`src/rtl/vga_scanout.sv`:
```
// ---------------------------------------------------------------------------
// vga_scanout
//
// Read side of the 320x240, 3-bit-colour framebuffer. Generates 640x480@60Hz
// VGA timing from the 50 MHz system clock, reads each stored pixel twice per
// line and on two consecutive lines (2x2 doubling), and drives the DE-series
// VGA DAC pins. Also emits a one-clk frame_done pulse once per frame for the
// game logic.
//
// Ports:
//   clk          50 MHz system clock (only clock)
//   reset        asynchronous, active-high reset
//   fb_addr      framebuffer read address, (y/2)*320 + (x/2), 17 bits
//   fb_data      {R,G,B} read data, valid one clk after fb_addr
//   frame_done   one-clk pulse when pixel (H_VIS-1, V_VIS-1) reaches the pins
//   VGA_CLK      25 MHz pixel clock, rising edge mid-pixel
//   VGA_HS/VS    active-low syncs
//   VGA_BLANK_N  low outside the visible area
//   VGA_SYNC_N   tied low
//   VGA_R/G/B    stored colour bit replicated to 10 bits, 0 when blanked
//
// Pipeline (each stage advances on a pixel tick):
//   stage 0: hc/vc counters and combinational vis/hs/vs decode
//   stage 1: fb_addr and delayed vis/hs/vs
//   stage 2: fb_data captured, all VGA pins registered
// The address is presented 2 clk before fb_data is sampled, leaving 1 clk of
// margin over the framebuffer's fixed 1-clk read latency.
// ---------------------------------------------------------------------------
module vga_scanout #(
    parameter int H_VIS  = 640,
    parameter int H_FP   = 16,
    parameter int H_SYNC = 96,
    parameter int H_BP   = 48,
    parameter int V_VIS  = 480,
    parameter int V_FP   = 10,
    parameter int V_SYNC = 2,
    parameter int V_BP   = 33
) (
    input  logic        clk,
    input  logic        reset,
    output logic [16:0] fb_addr,
    input  logic [2:0]  fb_data,
    output logic        frame_done,
    output logic        VGA_CLK,
    output logic        VGA_HS,
    output logic        VGA_VS,
    output logic        VGA_BLANK_N,
    output logic        VGA_SYNC_N,
    output logic [9:0]  VGA_R,
    output logic [9:0]  VGA_G,
    output logic [9:0]  VGA_B
);

    localparam int H_TOTAL = H_VIS + H_FP + H_SYNC + H_BP;
    localparam int V_TOTAL = V_VIS + V_FP + V_SYNC + V_BP;

    localparam logic [9:0] H_LAST     = 10'(H_TOTAL - 1);
    localparam logic [9:0] V_LAST     = 10'(V_TOTAL - 1);
    localparam logic [9:0] H_VIS_END  = 10'(H_VIS);
    localparam logic [9:0] V_VIS_END  = 10'(V_VIS);
    localparam logic [9:0] H_SYNC_BEG = 10'(H_VIS + H_FP);
    localparam logic [9:0] H_SYNC_END = 10'(H_VIS + H_FP + H_SYNC);
    localparam logic [9:0] V_SYNC_BEG = 10'(V_VIS + V_FP);
    localparam logic [9:0] V_SYNC_END = 10'(V_VIS + V_FP + V_SYNC);
    localparam logic [9:0] H_VIS_LAST = 10'(H_VIS - 1);
    localparam logic [9:0] V_VIS_LAST = 10'(V_VIS - 1);

    // pix_tick is 0 on the edge that acts as a pixel tick, so the first edge
    // after reset release is a tick and VGA_CLK (= ~pix_tick) falls as the
    // pins change and rises mid-pixel.
    logic       pix_tick;
    logic       tick;
    logic [9:0] hc;
    logic [9:0] vc;

    assign tick = ~pix_tick;

    // Stage 0 decode
    logic        vis0;
    logic        hs0;
    logic        vs0;
    logic        last0;
    logic [16:0] addr0;

    // Stage 1 delayed copies
    logic vis1;
    logic hs1;
    logic vs1;
    logic last1;

    always_ff @(posedge clk or posedge reset) begin
        if (reset) begin
            pix_tick <= 1'b0;
            VGA_CLK  <= 1'b1;
        end else begin
            pix_tick <= ~pix_tick;
            VGA_CLK  <= pix_tick;
        end
    end

    always_ff @(posedge clk or posedge reset) begin
        if (reset) begin
            hc <= '0;
            vc <= '0;
        end else if (tick) begin
            if (hc == H_LAST) begin
                hc <= '0;
                if (vc == V_LAST) begin
                    vc <= '0;
                end else begin
                    vc <= vc + 10'd1;
                end
            end else begin
                hc <= hc + 10'd1;
            end
        end
    end

    // 320 * (vc/2) built as 256*(vc/2) + 64*(vc/2); 17 bits hold the
    // maximum of 239*320 + 319 = 76799 without overflow.
    always_comb begin
        vis0  = (hc < H_VIS_END) && (vc < V_VIS_END);
        hs0   = !((hc >= H_SYNC_BEG) && (hc < H_SYNC_END));
        vs0   = !((vc >= V_SYNC_BEG) && (vc < V_SYNC_END));
        last0 = (hc == H_VIS_LAST) && (vc == V_VIS_LAST);
        addr0 = {1'b0, vc[8:1], 8'b0} + {3'b0, vc[8:1], 6'b0} + {8'b0, hc[9:1]};
    end

    // Stage 1: address held outside the visible area so it never leaves
    // the 0..76799 range.
    always_ff @(posedge clk or posedge reset) begin
        if (reset) begin
            fb_addr <= '0;
            vis1    <= 1'b0;
            hs1     <= 1'b1;
            vs1     <= 1'b1;
            last1   <= 1'b0;
        end else if (tick) begin
            if (vis0) begin
                fb_addr <= addr0;
            end
            vis1  <= vis0;
            hs1   <= hs0;
            vs1   <= vs0;
            last1 <= last0;
        end
    end

    // Stage 2: pins. frame_done is written on every edge so it lasts exactly
    // one clk: set on the tick that emits the last visible pixel, cleared on
    // the following non-tick edge.
    always_ff @(posedge clk or posedge reset) begin
        if (reset) begin
            VGA_HS      <= 1'b1;
            VGA_VS      <= 1'b1;
            VGA_BLANK_N <= 1'b0;
            VGA_R       <= '0;
            VGA_G       <= '0;
            VGA_B       <= '0;
            frame_done  <= 1'b0;
        end else begin
            frame_done <= tick & last1;
            if (tick) begin
                VGA_HS      <= hs1;
                VGA_VS      <= vs1;
                VGA_BLANK_N <= vis1;
                VGA_R       <= vis1 ? {10{fb_data[2]}} : 10'd0;
                VGA_G       <= vis1 ? {10{fb_data[1]}} : 10'd0;
                VGA_B       <= vis1 ? {10{fb_data[0]}} : 10'd0;
            end
        end
    end

    assign VGA_SYNC_N = 1'b0;

endmodule

```
`config.mk`:
```
export PLATFORM = sky130hd
export DESIGN_NAME = vga_scanout
export DESIGN_NICKNAME = d
export VERILOG_FILES = /design/src/rtl/vga_scanout.sv
export SDC_FILE = /design/constraint.sdc
export NUM_CORES = 1
export LEC_CHECK = 0
export CORE_UTILIZATION = 45
export DETAILED_ROUTE_END_ITERATION = 8
export HOLD_SLACK_MARGIN = 0.05
export PLACE_DENSITY = 0.82
export SYNTH_ARGS = -nofsm -noshare
export SYNTH_HDL_FRONTEND = slang
export SYNTH_SLANG_ARGS = --single-unit
```
`constraint.sdc`:
```
create_clock -name clk -period 7.33 [get_ports clk]
set_clock_uncertainty 0.2 [all_clocks]
set_input_delay 1.466 -clock clk [delete_from_list [all_inputs] [get_ports clk]]
set_output_delay 1.466 -clock clk [all_outputs]
set_load 0.01 [all_outputs]
```
; Word level (Yosys, flattened, before mapping)
; Cells that the tools add are included.
[op_classes]
n_addsub = 4
order_cmp = 6
n_bitwise = 2
mux = 5
eq_ne = 4
reduce_logical = 8
[ops]
columns = op, n
row1 = $mux 10, 5
row2 = $eq 10x10->1 const B, 3
row3 = $add 10x1->10 const B, 2
row4 = $lt 10x10->1 const B, 2
row5 = $lt 10x9->1 const B, 2
row6 = $add 16x14->17, 1
row7 = $add 17x9->17, 1
row8 = $eq 10x9->1 const B, 1
row9 = $ge 10x10->1 const B, 1
row10 = $ge 10x9->1 const B, 1
row11 = $logic_and 1x1->1, 4
row12 = $reduce_and 2->1, 2
row13 = $logic_not 1->1, 2
row14 = $and 1x1->1, 1
row15 = $not 1->1, 1
[totals]
regBits = 77
elab_cells = 45
output_inout_bits = 53
inputBits = 5

; Logic depth before layout (Yosys ltp)
[logic_depth]
ltp_word = 3
depth_mapped = 8
ltp_nobuf = 8

; Worst setup path after synthesis
; OpenSTA, ideal clock, no wires.
[synth_timing]
path_type = register to register
start = register hc[9]
end = register fb_addr[15]
period_less_slack_ns = 2.597
stages_incl_launch_ff = 9
t_required_ns = 7.043
setup_slack_ns = 4.733
t_arrival_ns = 2.311
n_path_buf = 0
setup_time_ns = 0.087
cell_sequence = dfrtp_1 > inv_1 > fa_1 > inv_1 > fa_1 > a211oi_1 > o211ai_1 > a211o_1 > o211ai_1
[synth_via]
elab_chain_len = 3
word_cells_on_any_way = 4
classes_between = add/sub (1) / order compare (1) / reduce/logical (2)
[synth_lines]
columns = element, line
row1 = start: declaration, 73  ; logic [9:0] hc;
row2 = start signal: assignment, 114  ; hc <= hc + 10'd1;
row3 = $lt 10x10->1, 122  ; vis0 = (hc < H_VIS_END) && (vc < V_VIS_END);
row4 = $logic_and 1x1->1, 122
row5 = $reduce_and 2->1 (no source line), --
row6 = end signal: assignment, 140  ; fb_addr <= addr0;
row7 = end: declaration, 41  ; output logic [16:0] fb_addr,
; Parallel ways exist; a longest one is shown, timed or not.
; A chain may end at the register's enable or synchronous reset.

==> results.json <==
{
  "area.sequential_mm2": 0.00126,
  "rsz0062_at_grt": "false",
  "hold_buffers": 0,
  "root_buffer": "clkbuf_8",
  "die-height_um": 81.6,
  "r2r_slack_ns": 4.49,
  "worst_slew_margin_rel_pct": 33.5,
  "synth-edff-count": 0,
  "synth_top_area_share_pct": 39.5,
  "status": "finished, final reports clean",
  "endpoint": "VGA_B[0]",
  "largestRegisters": "fb_addr x17, hc x10, vc x10",
  "die-area_mm2": 0.00665,
  "path_clk_slew_ns": 0.09,
  "antenna_found_initial": 0,
  "avgViaCountPerCell": 5.47,
  "async_flop_share_pct": 100,
  "slowest_delay_ns": 0.62,
  "overflow": 0,
  "syn_area_mm2": 0.00285,
  "largest_register": "fb_addr",
  "routabilityCongestion": 0.895,
  "htree_levels": 2,
  "startpoint_type": "flip-flop",
  "synth_most_common_cell": "nand2_1",
  "via_count": 2162,
  "design_area_mm2": 0.00337,
  "yosysTopAreaCell": "dfrtp_1",
  "cts_buffer_depth": 2,
  "worstMarginPinSlew_ns": 0.996,
  "reg2reg_depth": 8,
  "post-route-drc-count": 0,
  "period_minus_slack_ns": 3.13,
  "first_global_vias": 1935,
  "path_buf_inv": 1,
  "clk_latency_ns": 0.31,
  "holdCritPathClass": "reg2reg",
  "cp_data_arrival_time_ns": 1.46,
  "cp-startpoint": "VGA_B[8]",
  "ant_nets": 0,
  "finalCritPeriodShare_pct": 42.7,
  "setup_viol": 0,
  "cp.depth": 1,
  "largest_reg_flops": 17,
  "post_cts_resized": 0,
  "drt_pass1_iterations": 4,
  "cp_cell_sequence": "clkdlybuf4s50_1",
  "postCtsSetupRepairBufs": 0,
  "syn_to_final_growth_pct": 18.2,
  "grt_pass1_wl_um": 9180,
  "start_util_pct": 47.3,
  "powerDensity_mw_per_mm2": 142,
  "fillers": 515,
  "multiInputGateArea_mm2": 0.00130,
  "drt_wl_total_um": 5640,
  "netlist_top_cells_count": "47 x nand2_1, 45 x dfrtp_1, 28 x buf_4, 19 x ha_1, 14 x o21ai_0",
  "hold_viol": 0,
  "hpwl_um": 4100,
  "fmax_ghz": 0.320,
  "ys_types": 42,
  "yosysSeqAreaShare_pct": 44.1,
  "drt-initial-drc-count": 113,
  "worstPathRequired_ns": 5.66,
  "slowest_stage": "clkdlybuf4s50_1",
  "nets": 345,
  "synth_fp_nets": 319,
  "drive_above_1_share_pct": 6.88,
  "ir_drop_v": 0.0000834,
  "grt.total_usage_pct": 18.4,
  "synthFlopType": "dfrtp_1",
  "end_kind": "output pin",
  "syn-instance-count": 293,
  "cts_sinks": 50,
  "crit_type": "reg2out",
  "coreArea_mm2": 0.00603,
  "numCtsBuffers": 5,
  "crit_fanout": 11,
  "io_pins": 58,
  "reg2reg_to": "fb_addr[14]",
  "die_w_um": 81.6,
  "critical-path-top-delay-family": "buffers and inverters",
  "cts_tree": "done",
  "reg2reg_from": "vc[1]",
  "synth_seq_cells": 50,
  "yosys-top-cells-area": "dfrtp_1 40%, ha_1 8.3%, buf_4 7.4%",
  "port_buffers": 56,
  "syn_area_per_cell_um2": 9.72,
  "yosys_warnings": 0,
  "wl_per_cell_um": 14.3,
  "grt_max_degree": 51,
  "tns_ns": 0,
  "rows": 28,
  "n_antenna_cell": 0,
  "finalMaxSlewViolations": 0,
  "cap_violations": 0,
  "leakage_nw": 1.56,
  "dpl_cell_area_mm2": 0.00327
}
## area by class of cell
cell class / count / area share (%)
Tap cell: 75 / 2.79
Inverter: 12 / 1.34
Timing Repair Buffer: 57 / 16.9
Sequential cell: 50 / 37.3
Clock buffer: 6 / 2.45
Clock inverter: 2 / 0.520
Multi-Input combinational cell: 193 / 38.7
## cells by family (layout without fill, tap and decap cells)
logic type | Yosys count | in the layout | share of synthesized area (%)
and+or+nand+nor | 108 | 108 | 19.0
adders and majority gates | 21 | 21 | 9.75
AOI/OAI and AO/OA | 43 | 43 | 10.2
buffers and inverters | 50 | 77 | 10.3
xor gates and xnor gates | 16 | 16 | 4.92
DFF | 50 | 50 | 44.1
muxes | 4 | 4 | 1.54
other | 1 | 1 | 0.132
## metal layers
| layer | up-vias | GRT usage (%) | part of all wire [%] |
|---|---|---|---|
| li1 | 1052 | - | - |
| met1 | 1035 | 23.8 | 44 |
| met2 | 66 | 29.8 | 49 |
| met3 | 9 | 4.00 | 4.5 |
| met4 | 0 | 7.19 | 1.8 |
| met5 | - | 0 | 0 |
## worst min-delay path by stage
stage | start | slack (ns) | depth (start not counted) | to
after detailed placement | fb_addr[6] | 0.27 | 2 | fb_addr[6]
after CTS | fb_addr[6] | 0.29 | 2 | fb_addr[6]
after global routing | fb_addr[8] | 0.31 | 2 | fb_addr[8]
after floorplan | pix_tick | 0.15 | 0 | VGA_CLK
after global placement | fb_addr[13] | 0.26 | 2 | fb_addr[13]
final | fb_addr[6] | 0.28 | 2 | fb_addr[6]
## where the power goes
group	internal [mW]	switching (mW)	leakage, nW	total, mW
combinational	0.0162	0.0131	0.872	0.0293
clock	0.0777	0.0912	0.0514	0.169
sequential	0.277	0.00219	0.634	0.279
## stage by stage
stage | utilization, % | instances | setup WS (ns) | power, mW | hold slack [ns]
final | 55.9 | 395 | 4.20 | 0.477 | 0.280
after global routing | 55.9 | 395 | 4.12 | 0.496 | 0.307
after CTS | 55.9 | 395 | 4.19 | 0.483 | 0.287
after detailed placement | 54.2 | 387 | 4.40 | 0.314 | 0.266
after global placement | 54.2 | 387 | 4.42 | 0.313 | 0.260
after floorplan | - | 293 | 4.47 | 0.305 | 0.153
## cells in the final DEF (no fill, tap or decap), types with 6 or more instances in the layout
master,count
clkdlybuf4s50_1,56
xnor2_1,11
nand2_1,47
inv_1,10
dfrtp_1,45
ha_1,19
and3_1,7
o21ai_0,14
nand3_1,12
nand4_1,10
clkbuf_8,6
nor2_1,11
(Power assumes the default switching activity.)
